## src/rtl/water_pump_ctrl.sv

```systemverilog
// Water pump controller: reads a thermometer-coded stack of level sensors,
// runs the lead pump or all pumps depending on the water level, enforces a
// minimum run time, and latches a fault on persistent illegal sensor codes.
// Optional feature: define PUMP_ALTERNATE_EN to rotate the lead pump after
// every completed run; otherwise pump 0 is always the lead.
module water_pump_ctrl #(
   parameter int NUM_SENSORS   = 4,
   parameter int NUM_PUMPS     = 2,
   parameter int MIN_ON_CYCLES = 8,
   localparam int LW = $clog2(NUM_SENSORS + 1),
   localparam int PW = (NUM_PUMPS > 1) ? $clog2(NUM_PUMPS) : 1
) (
   input  logic                   Clock,
   input  logic                   Reset,
   input  logic [NUM_SENSORS-1:0] S,
   input  logic                   fault_clr,
   output logic [NUM_PUMPS-1:0]   B,
   output logic                   fault,
   output logic [LW-1:0]          level,
   output logic [PW-1:0]          lead
);

   typedef enum logic [1:0] {IDLE, RUN_LEAD, RUN_ALL, FAULT} state_t;

   localparam logic [7:0]    MIN_CNT = 8'(MIN_ON_CYCLES);
   localparam logic [LW-1:0] LVL_FULL = LW'(NUM_SENSORS);

   state_t                 state;
   state_t                 state_nxt;
   logic [7:0]             run_cnt;
   logic [7:0]             cnt_inc;
   logic                   inv_flag;
   logic                   valid;
   logic [NUM_SENSORS:0]   s_ext;
   logic [LW-1:0]          ones;
   logic [LW-1:0]          lvl_eval;
   logic                   done;
   logic [PW-1:0]          lead_nxt;
   logic [NUM_PUMPS-1:0]   b_nxt;

   assign s_ext = {1'b0, S};

   // Pattern check and popcount of the current sample; invalid samples keep the old level
   always_comb begin
      valid = (((s_ext + 1'b1) & s_ext) == '0);
      ones  = '0;
      for (int i = 0; i < NUM_SENSORS; i++) begin
         ones = ones + LW'(S[i]);
      end
      lvl_eval = valid ? ones : level;
   end

   // Run counter saturates at the minimum run time; a full tank only stops
   // the pumps once the counter value for this edge has reached it
   assign cnt_inc = (run_cnt >= MIN_CNT) ? MIN_CNT : run_cnt + 8'd1;
   assign done    = (lvl_eval == LVL_FULL) && (cnt_inc >= MIN_CNT);

   // Next-state selection: persistent invalid code beats everything, a single
   // invalid sample freezes the state, then fault clear, then level tracking
   always_comb begin
      state_nxt = state;
      if (!valid && inv_flag) begin
         state_nxt = FAULT;
      end else if (valid) begin
         case (state)
            IDLE: begin
               if (lvl_eval == '0)           state_nxt = RUN_ALL;
               else if (lvl_eval == LW'(1))  state_nxt = RUN_LEAD;
            end
            RUN_LEAD: begin
               if (lvl_eval == '0)           state_nxt = RUN_ALL;
               else if (done)                state_nxt = IDLE;
            end
            RUN_ALL: begin
               if (lvl_eval >= LW'(2) && lvl_eval < LVL_FULL) state_nxt = RUN_LEAD;
               else if (done)                state_nxt = IDLE;
            end
            FAULT: begin
               if (fault_clr)                state_nxt = IDLE;
            end
            default: state_nxt = IDLE;
         endcase
      end
   end

`ifdef PUMP_ALTERNATE_EN
   logic run_to_idle;
   assign run_to_idle = ((state == RUN_LEAD) || (state == RUN_ALL)) && (state_nxt == IDLE);

   // Lead advances round-robin each time a pumping run completes
   always_comb begin
      lead_nxt = lead;
      if (run_to_idle) begin
         lead_nxt = (lead == PW'(NUM_PUMPS - 1)) ? '0 : lead + PW'(1);
      end
   end
`else
   assign lead_nxt = '0;
   assign lead     = '0;
`endif

   // Pump enables derived from the state being entered
   always_comb begin
      case (state_nxt)
         RUN_LEAD: b_nxt = NUM_PUMPS'(1) << lead_nxt;
         RUN_ALL:  b_nxt = '1;
         default:  b_nxt = '0;
      endcase
   end

   // Controller state and registered outputs
   always_ff @(posedge Clock) begin
      if (Reset) begin
         state    <= IDLE;
         B        <= '0;
         fault    <= 1'b0;
         level    <= '0;
         run_cnt  <= '0;
         inv_flag <= 1'b0;
`ifdef PUMP_ALTERNATE_EN
         lead     <= '0;
`endif
      end else begin
         state    <= state_nxt;
         B        <= b_nxt;
         fault    <= (state_nxt == FAULT);
         level    <= lvl_eval;
         inv_flag <= !valid;
         if (state == RUN_LEAD || state == RUN_ALL) run_cnt <= cnt_inc;
         else                                       run_cnt <= '0;
`ifdef PUMP_ALTERNATE_EN
         lead     <= lead_nxt;
`endif
      end
   end

endmodule
```

## config.mk

```make
export PLATFORM = sky130hd
export DESIGN_NAME = water_pump_ctrl
export DESIGN_NICKNAME = d
export VERILOG_FILES = /design/src/rtl/water_pump_ctrl.sv
export SDC_FILE = /design/constraint.sdc
export NUM_CORES = 1
export LEC_CHECK = 0
export ABC_AREA = 1
export BUFFER_PORTS_ARGS = -buffer_cell sky130_fd_sc_hd__buf_2
export CORE_MARGIN = 4
export CORE_UTILIZATION = 40
export DETAILED_ROUTE_END_ITERATION = 8
export MAX_ROUTING_LAYER = met4
export SLEW_MARGIN = 20
export SYNTH_ARGS = -nofsm -noshare
export SYNTH_HDL_FRONTEND = slang
export SYNTH_SLANG_ARGS = --single-unit
```

## constraint.sdc

```tcl
create_clock -name Clock -period 5.8 [get_ports Clock]
set_input_delay 0.87 -clock Clock [delete_from_list [all_inputs] [get_ports Clock]]
set_output_delay 0.87 -clock Clock [all_outputs]
set_load 0.02 [all_outputs]
```

; ---- Word level (Yosys, flattened, before mapping)
; Cells that the tools add are included.
[word_totals]
ff_bits = 17
latch_bits = 0
mem_bits_rw = 0
rom_bits = 0
input_bits = 7
output_inout_bits = 7
elab_cells = 46
n_memories = 0
[op_classes]
addsub = 5
n_mul = 0
div = 0
order_cmp = 4
eq_ne = 8
shifts = 0
mux = 12
n_bitwise = 2
n_reduce_logical = 9
[op_table]
columns = op, count
row1 = 8-bit by 4-bit greater-or-equal comparator with 1-bit output (second input constant), 2
row2 = 2-bit 2-to-1 mux, 8
row3 = 8-bit by 1-bit adder with 8-bit output (second input constant), 1
row4 = 2-bit equality test (second input constant), 4
row5 = 8-bit 2-to-1 mux, 1
row6 = 2-bit one-hot mux with 4 select lines, 1
row7 = 4-bit by 1-bit adder with 5-bit output (second input constant), 1
row8 = 5-bit by 4-bit bitwise AND with 5-bit output, 1
row9 = 5-bit zero test, 1
row10 = 2-bit by 1-bit equality test with 1-bit output (second input constant), 2
row11 = 2-bit one-hot mux with 2 select lines, 1
row12 = 2-bit by 1-bit adder with 3-bit output, 1
row13 = 3-bit by 1-bit adder with 3-bit output, 1
row14 = 3-bit by 1-bit equality test with 1-bit output (second input constant), 1
row15 = 3-bit equality test (second input constant), 1
row16 = 3-bit by 2-bit greater-or-equal comparator with 1-bit output (second input constant), 1
row17 = 1-bit logical AND, 3
row18 = 3-bit zero test, 1
row19 = 3-bit less-than comparator (second input constant), 1
row20 = 3-bit 2-to-1 mux, 1
row21 = 1-bit by 1-bit adder with 2-bit output, 1
row22 = 2-bit zero test, 1
row23 = 2-bit OR reduction, 1
row24 = 1-bit zero test, 1
row25 = other kinds (2), 2

; ---- Depth between registers and ports, before layout
; Gate-level depths: netlist of the first run.
[depth]
word_depth = 13
ltp_mapped = 16

; ---- Worst setup path before layout of the first run
; OpenSTA, ideal clock, no wires.
[synth_timing]
path_type = input to register
from = input S[0]
to = register B[0]
arrival_time_ps = 2873
required_ps = 5734
setup_slack_ps = 2861
path_stages = 13
path_buffers = 0
path_cell_list = fa_1 > ha_1 > ha_1 > nand3b_1 > nand2_4 > nand3_4 > nand2_1 > nand2_1 > nand2_1 > inv_2 > a21oi_4 > ha_1 > nor2_1
[synth_between]
elab_chain_cells = 13
word_cells_on_any_way = 27
cone_classes = add/sub: 4 / order compare: 2 / eq/ne: 4 / mux: 10 / bitwise: 1 / reduce/logical: 6
[synth_lines]
columns = item, line_no
row1 = "start, declared", 15  ; input logic [NUM_SENSORS-1:0] S,
row2 = "parallel branches: the longest is 10 deep, another holds 2-bit by 1-bit adder with 3-bit output", --
row3 = 2-bit 2-to-1 mux (*), 62  ; if (!valid && inv_flag) begin
row4 = 2-bit equality test / 2-bit by 1-bit equality test with 1-bit output (equally long branches), 104  ; case (state_nxt)
row5 = 2-bit one-hot mux with 2 select lines (*), 104
row6 = "end signal, assigned", 125  ; B <= b_nxt;
row7 = "end, declared", 17  ; output logic [NUM_PUMPS-1:0] B,
; Every way passes the cells marked *.
; A chain may end at the register's enable or synchronous reset.

; ---- Final worst setup path of the first run
; Ends and elaborated chain as after synthesis.

==> reports/qor.yml, run 1 <==
clocking:
  postCtsSetupBuffers: 0
  cts.path.max_buffers: 2
  cts_sinks: 17
  cts-hold-fix-buffers: 0
  clk_latency_ns: 0.29
  path_clk_slew_ns: 0.10
  htree_levels: 1
  cts_tree: "done"
  cts_resized: 0
  numCtsBuffers: 3
  root_buffer: "clkbuf_4"
synth:
  synth_area_mm2: 0.00107
  yosysTopAreaCell: "dfxtp_1"
  synth_top_cells_by_area: "dfxtp_1, ha_1, nand2_1, inv_1, nand2_4"
  synthCells: 136
  synth_common_cells: "nand2_1, inv_1, dfxtp_1, nor2_1, ha_1"
  avgSynthCellArea_um2: 7.88
  synth-edff-count: 0
  synth_warnings: 0
  yosysSeqAreaShare_pct: 31.8
  synth.most_common_cell: "nand2_1"
  ys.flop_type: "dfxtp_1"
  ys_seq_elements: 17
  async_reset_ff_share_pct: 0
  synth_top_cell_area_share_pct: 31.8
  ys_types: 22
floorplanning:
  initial_core_util_pct: 42.5
  rows: 18
  die_y_um: 59.7
  io_pins: 14
  fp.dieArea_mm2: 0.00357
  coreArea_mm2: 0.00252
  die_w_um: 59.7
sta:
  final-max-slew-violation-count: 0
  rsz0062_at_grt: "no"
  period_share_pct: 49.2
  setup_viol: 0
  setup_slack_ns: 2.95
  fmax_mhz: 351
  skew_ns: 0.00750
  tns_ns: 0
  period_needed_ns: 2.85
  finalHoldViolations: 0
pwr:
  power.density_mw_per_mm2: 243
  p_int_mw: 0.189
  power_leakage_nw: 0.632
  comb_power_share_pct: 32.3
  p_clk_share_pct: 22.5
  seq_power_share_pct: 45.3
  vdd.ir_drop.worst_mv: 0.232
  switchingPower_mw: 0.103
  swShare_pct: 35.2
critical_path:
  worstSetupEndpointType: "flip-flop"
  worst_ep_arrival_time_ns: 3.09
  slowest_delay_ns: 0.47
  crit_path_cell_trace: "buf_2 -> fa_1 -> ha_1 -> ha_1 -> nand3b_1 -> nand2_4 -> nand3_4 -> nand2_1 -> nand2_1 -> nand2_1 -> inv_2 -> a21oi_4 -> ha_1 -> nor2_1"
  worst_setup_path_start_kind: "input port"
  required_ns: 6.04
  crit_type: "in2reg"
  crit_fanout: 4
  cpMaxStageDelayCell: "fa_1"
drt:
  via_per_inst: 4.23
  wirelength_mm: 1.63
  vias: 778
  first_pass_iters: 4
  route.detailed.drc: 0
  wl_per_cell_um: 8.88
  ant_nets: 0
  drtIter0Drc: 19
placement:
  place_congestion: 0.756
  dpl_worst_slack_ns: 2.63
  dp_hpwl_mm: 1.35
  portBuffers: 12
global_route:
  grt_pass1_vias: 705
  grt_pass1_wl_mm: 2.97
  gr-total-overflow: 0
  grt_antenna_before_repair: 0
  track_usage_pct: 11.1
  grt_max_degree: 12
finish:
  areaGrowthSynthToFinish_pct: 12.3
  nets: 174
  fill_cells: 255
  drive_gt1_share_pct: 27.3
  antenna_cells: 0
min_path:
  hold_class: "reg2reg"
status:
  status: "finished clean"
job:
  drv_cap: 0
-- stage by stage --
stage                     cell area [um2]  cells  hold WS, ns  power, mW  utilization, %
after floorplan                      1090    140        0.430      0.211               -
after CTS                            1200    184        0.490      0.297            47.7
after global routing                 1200    184        0.510      0.317            47.7
after global placement               1170    180        0.445      0.230            46.5
final                                1200    184        0.474      0.292            47.7
after detailed placement             1170    180        0.463      0.230            46.5
-- cell usage in the layout (no fill, tap or decap), types with 2 or more instances in the layout --
master    count
a21oi_4       2
buf_2        12
clkbuf_4      3
conb_1        5
dfxtp_1      17
ha_1         11
inv_1        20
inv_2         2
nand2_1      27
nand2_2       7
nand2_4       6
nand3_1      10
nand3b_1      2
nor2_1       17
nor2_2        5
-- kinds of logic (layout without fill, tap and decap cells) --
logic type | Yosys count | in the layout | synth area share (%)
adder cells (fa/ha/maj) | 12 | 12 | 14.7
buffers and inverters | 25 | 39 | 10.4
AO/OA/AOI/OAI | 3 | 3 | 3.50
XOR/XNOR | 1 | 1 | 0.818
flip-flops | 17 | 17 | 31.8
AND/OR/NAND/NOR | 77 | 77 | 38.4
other | 1 | 5 | 0.350
-- worst paths after layout --
kind	from	end	slack [ns]	cells after the start
setup / recovery	S[0]	B[0]$_SDFF_PP0_	2.95	14
hold / removal	run_cnt[0]$_SDFF_PP0_	run_cnt[0]$_SDFF_PP0_	0.47	1
setup reg to reg	state[0]$_SDFF_PP0_	B[0]$_SDFF_PP0_	4.14	10
hold reg to reg	run_cnt[0]$_SDFF_PP0_	run_cnt[0]$_SDFF_PP0_	0.47	1
-- power groups by stage --
stage / registers [mW] / logic (mW) / clock network, mW
finish: 0.132 / 0.0941 / 0.0656
global route: 0.134 / 0.107 / 0.0756
CTS: 0.132 / 0.0956 / 0.0695
detailed placement: 0.135 / 0.0949 / 0
global placement: 0.135 / 0.0954 / 0
floorplan: 0.140 / 0.0709 / 0
-- worst max-delay path, delay by kind of cell --
| kind | cells | cell delay [ns] |
|---|---|---|
| adders and majority gates | 4 | 1.19 |
| and+or+nand+nor | 7 | 0.68 |
| AOI/OAI and AO/OA | 1 | 0.17 |
| buffers and inverters | 2 | 0.17 |
-- per-layer routing --
layer	share of wire, %	vias up	track usage (%)
li1	-	436	-
met2	49	13	16.8
met4	0.55	0	2.85
met5	0	-	-
met3	4.0	2	3.89
met1	47	327	14.1
-- flip-flops by register name, indices dropped and copies added, names as in the netlist --
name      cells
B             2
fault         1
inv_flag      1
level         3
run_cnt       8
state         2
-- area by class of cell --
class	instances	area, um2	share of cell area, %
inverters	23	100	8.32
clock buffers	3	22.5	1.87
clock inverters	1	7.51	0.624
multi-input cells	98	634	52.8
repair buffers	12	60.1	4.99
flip-flops and latches	17	340	28.3
well taps	30	37.5	3.12
(Power assumes the default switching activity.)
==> run 2, diff against run 1 <==
==> constraint.sdc (replaced) <==
create_clock -name Clock -period 2.5 [get_ports Clock]
set_input_delay 0.375 -clock Clock [delete_from_list [all_inputs] [get_ports Clock]]
set_output_delay 0.375 -clock Clock [all_outputs]
set_load 0.02 [all_outputs]
==> reports/qor.yml, run 2 (synthesized netlist as in run 1, its figures left out) <==
status:
  status: "finished clean"
critical_path:
  crit_fanout: 4  # unchanged
  worst_ep_arrival_time_ns: 2.61  # -0.48 ns
  required_ns: 2.73  # -3.31 ns
  crit_type: "in2reg"
  crit_path_cell_trace: "buf_2 -> fa_1 -> ha_2 -> ha_1 -> nand3b_1 -> nand2_4 -> nand3_4 -> nand2_2 -> nand2_1 -> nand2_1 -> nand2_2 -> a21oi_4 -> ha_1 -> nor2_1"
  worstSetupEndpointType: "flip-flop"
  worst_setup_path_start_kind: "input port"
  cpMaxStageDelayCell: "fa_1"
  slowest_delay_ns: 0.47  # about the same
floorplanning:
  initial_core_util_pct: 42.5  # unchanged
  coreArea_mm2: 0.00252  # unchanged
  fp.dieArea_mm2: 0.00357  # unchanged
  die_w_um: 59.7  # unchanged
  io_pins: 14  # unchanged
  rows: 18  # unchanged
  die_y_um: 59.7  # unchanged
clocking:
  htree_levels: 1  # unchanged
  cts_tree: "done"
  root_buffer: "clkbuf_4"
  cts-hold-fix-buffers: 0  # unchanged
  cts.path.max_buffers: 2  # unchanged
  cts_sinks: 17  # unchanged
  path_clk_slew_ns: 0.09  # about the same
  numCtsBuffers: 3  # unchanged
  clk_latency_ns: 0.28  # about the same
pwr:
  power_leakage_nw: 0.664  # +5.0%
  power.density_mw_per_mm2: 554  # +130%
  total_power_mw: 0.692  # +140%
  switchingPower_mw: 0.239  # +130%
  swShare_pct: 34.6  # -0.58 points
  p_clk_share_pct: 20.4  # -2.1 points
  vdd.ir_drop.worst_mv: 0.396  # +71%
  seq_power_share_pct: 44.3  # -1.0 points
  comb_power_share_pct: 35.3  # +3.0 points
  p_int_mw: 0.453  # +140%
sta:
  period_needed_ns: 2.38
  period_share_pct: 95.2
  fmax_mhz: 420
  final-max-slew-violation-count: 0  # unchanged
  skew_ns: 0.00559  # -0.00191 ns
  finalHoldViolations: 0  # unchanged
  setup_slack_ns: 0.119  # -2.83 ns
  timing.hold.ws_ns: 0.355  # -0.119 ns
  rsz0062_at_grt: "no"
  setup_viol: 0  # unchanged
placement:
  dpl_worst_slack_ns: -0.194  # -2.82 ns
  portBuffers: 12  # unchanged
  dp_hpwl_mm: 1.51  # +12%
  placed_cell_area_mm2: 0.00121  # +3.2%
  place_congestion: 0.738  # -2.5%
finish:
  largest_reg_flops: 8  # unchanged
  drive_gt1_share_pct: 31.3  # +4.0 points
  finalInstanceArea_mm2: 0.00125  # +4.0%
  mostFrequentLayoutCells: "nand2_1, inv_1, dfxtp_1, nor2_1, buf_2"
  nets: 180  # +3.4%
  layout_commonest_cell: "nand2_1"
  top_register: "run_cnt"
  areaGrowthSynthToFinish_pct: 16.7
  largestRegisters: "run_cnt: 8 flops, level: 3 flops"
  antenna_cells: 0  # unchanged
  final_util_pct: 49.6  # +1.9 points
global_route:
  grt_pass1_vias: 767  # +8.8%
  grt_pass1_wl_mm: 3.31  # +12%
  gr-total-overflow: 0  # unchanged
  track_usage_pct: 12.7  # +1.6 points
  grt_max_degree: 11  # -1
  grt_antenna_before_repair: 0  # unchanged
drt:
  wl_per_cell_um: 9.68  # +9.1%
  wirelength_mm: 1.84  # +13%
  route.detailed.drc: 0  # unchanged
  via_per_inst: 4.44  # +4.9%
  ant_nets: 0  # unchanged
  drtIter0Drc: 44  # +25
  first_pass_iters: 4  # unchanged
  vias: 843  # +8.4%
job:
  drv_cap: 0  # unchanged
min_path:
  hold_class: "in2reg"
==> run 2: changes by cell type in the layout (fill, tap and decap cells not counted) <==
cell and change:
buf_4 +6, clkinv_2 +1, clkinvlp_4 -1, ha_1 -1, ha_2 +1, nand2_1 -1, nand2_2 +1
==> run 2: cell type report <==
class	count	area (um2)
clock buffer	3	22.5
clock inverter	1	5.00
fill	264	1270
inverter	23	100
multi-input combinational	98	639
sequential	17	340
tap	30	37.5
timing repair buffer	18	105
==> run 2: repair_timing <==
action / 4_1_cts / 5_1_grt
setup buffers: 0 / 1
gates resized for setup: 0 / 2
setup endpoints to repair: 0 / 1
==> run 2: layer usage <==
metal  GRT usage [%]  part of all wire, %  vias to the layer above
li1                -                    -                      450
met2            18.1                   52                        7
met4            5.70                 0.82                        0
met3            1.94                  2.0                        2
met5               -                    0                        -
met1            17.7                   45                      384
==> run 2: critical path: cells and delay by family <==
family	cells	cell delay, ns
adders and majority gates	4	1.17
and+or+nand+nor	8	0.77
AOI/OAI and AO/OA	1	0.16
buffers and inverters	1	0.12
==> run 2: through the flow <==
| step | std cells | setup TNS [ns] |
|---|---|---|
| 3_3_place_gp | 185 | -0.159 |
| 3_5_place_dp | 185 | -0.489 |
| 4_1_cts | 189 | 0 |
| 6_report | 190 | 0 |
| 2_1_floorplan | 140 | 0 |
| 5_1_grt | 190 | 0 |
==> run 2: final timing paths <==
path | start | endpoint | slack [ns] | cells past startpoint
max | S[0] | B[0]$_SDFF_PP0_ | 0.12 | 14
min | Reset | state[0]$_SDFF_PP0_ | 0.35 | 2
max reg2reg | state[0]$_SDFF_PP0_ | B[0]$_SDFF_PP0_ | 0.84 | 10
min reg2reg | run_cnt[0]$_SDFF_PP0_ | run_cnt[0]$_SDFF_PP0_ | 0.47 | 1
==> run 2: power by group through the flow <==
stage	Combinational (mW)	Sequential (mW)	Clock, mW
2_1_floorplan	0.165	0.325	0
3_3_place_gp	0.234	0.312	0
3_5_place_dp	0.239	0.313	0
4_1_cts	0.240	0.307	0.149
5_1_grt	0.277	0.311	0.165
6_report	0.245	0.307	0.141
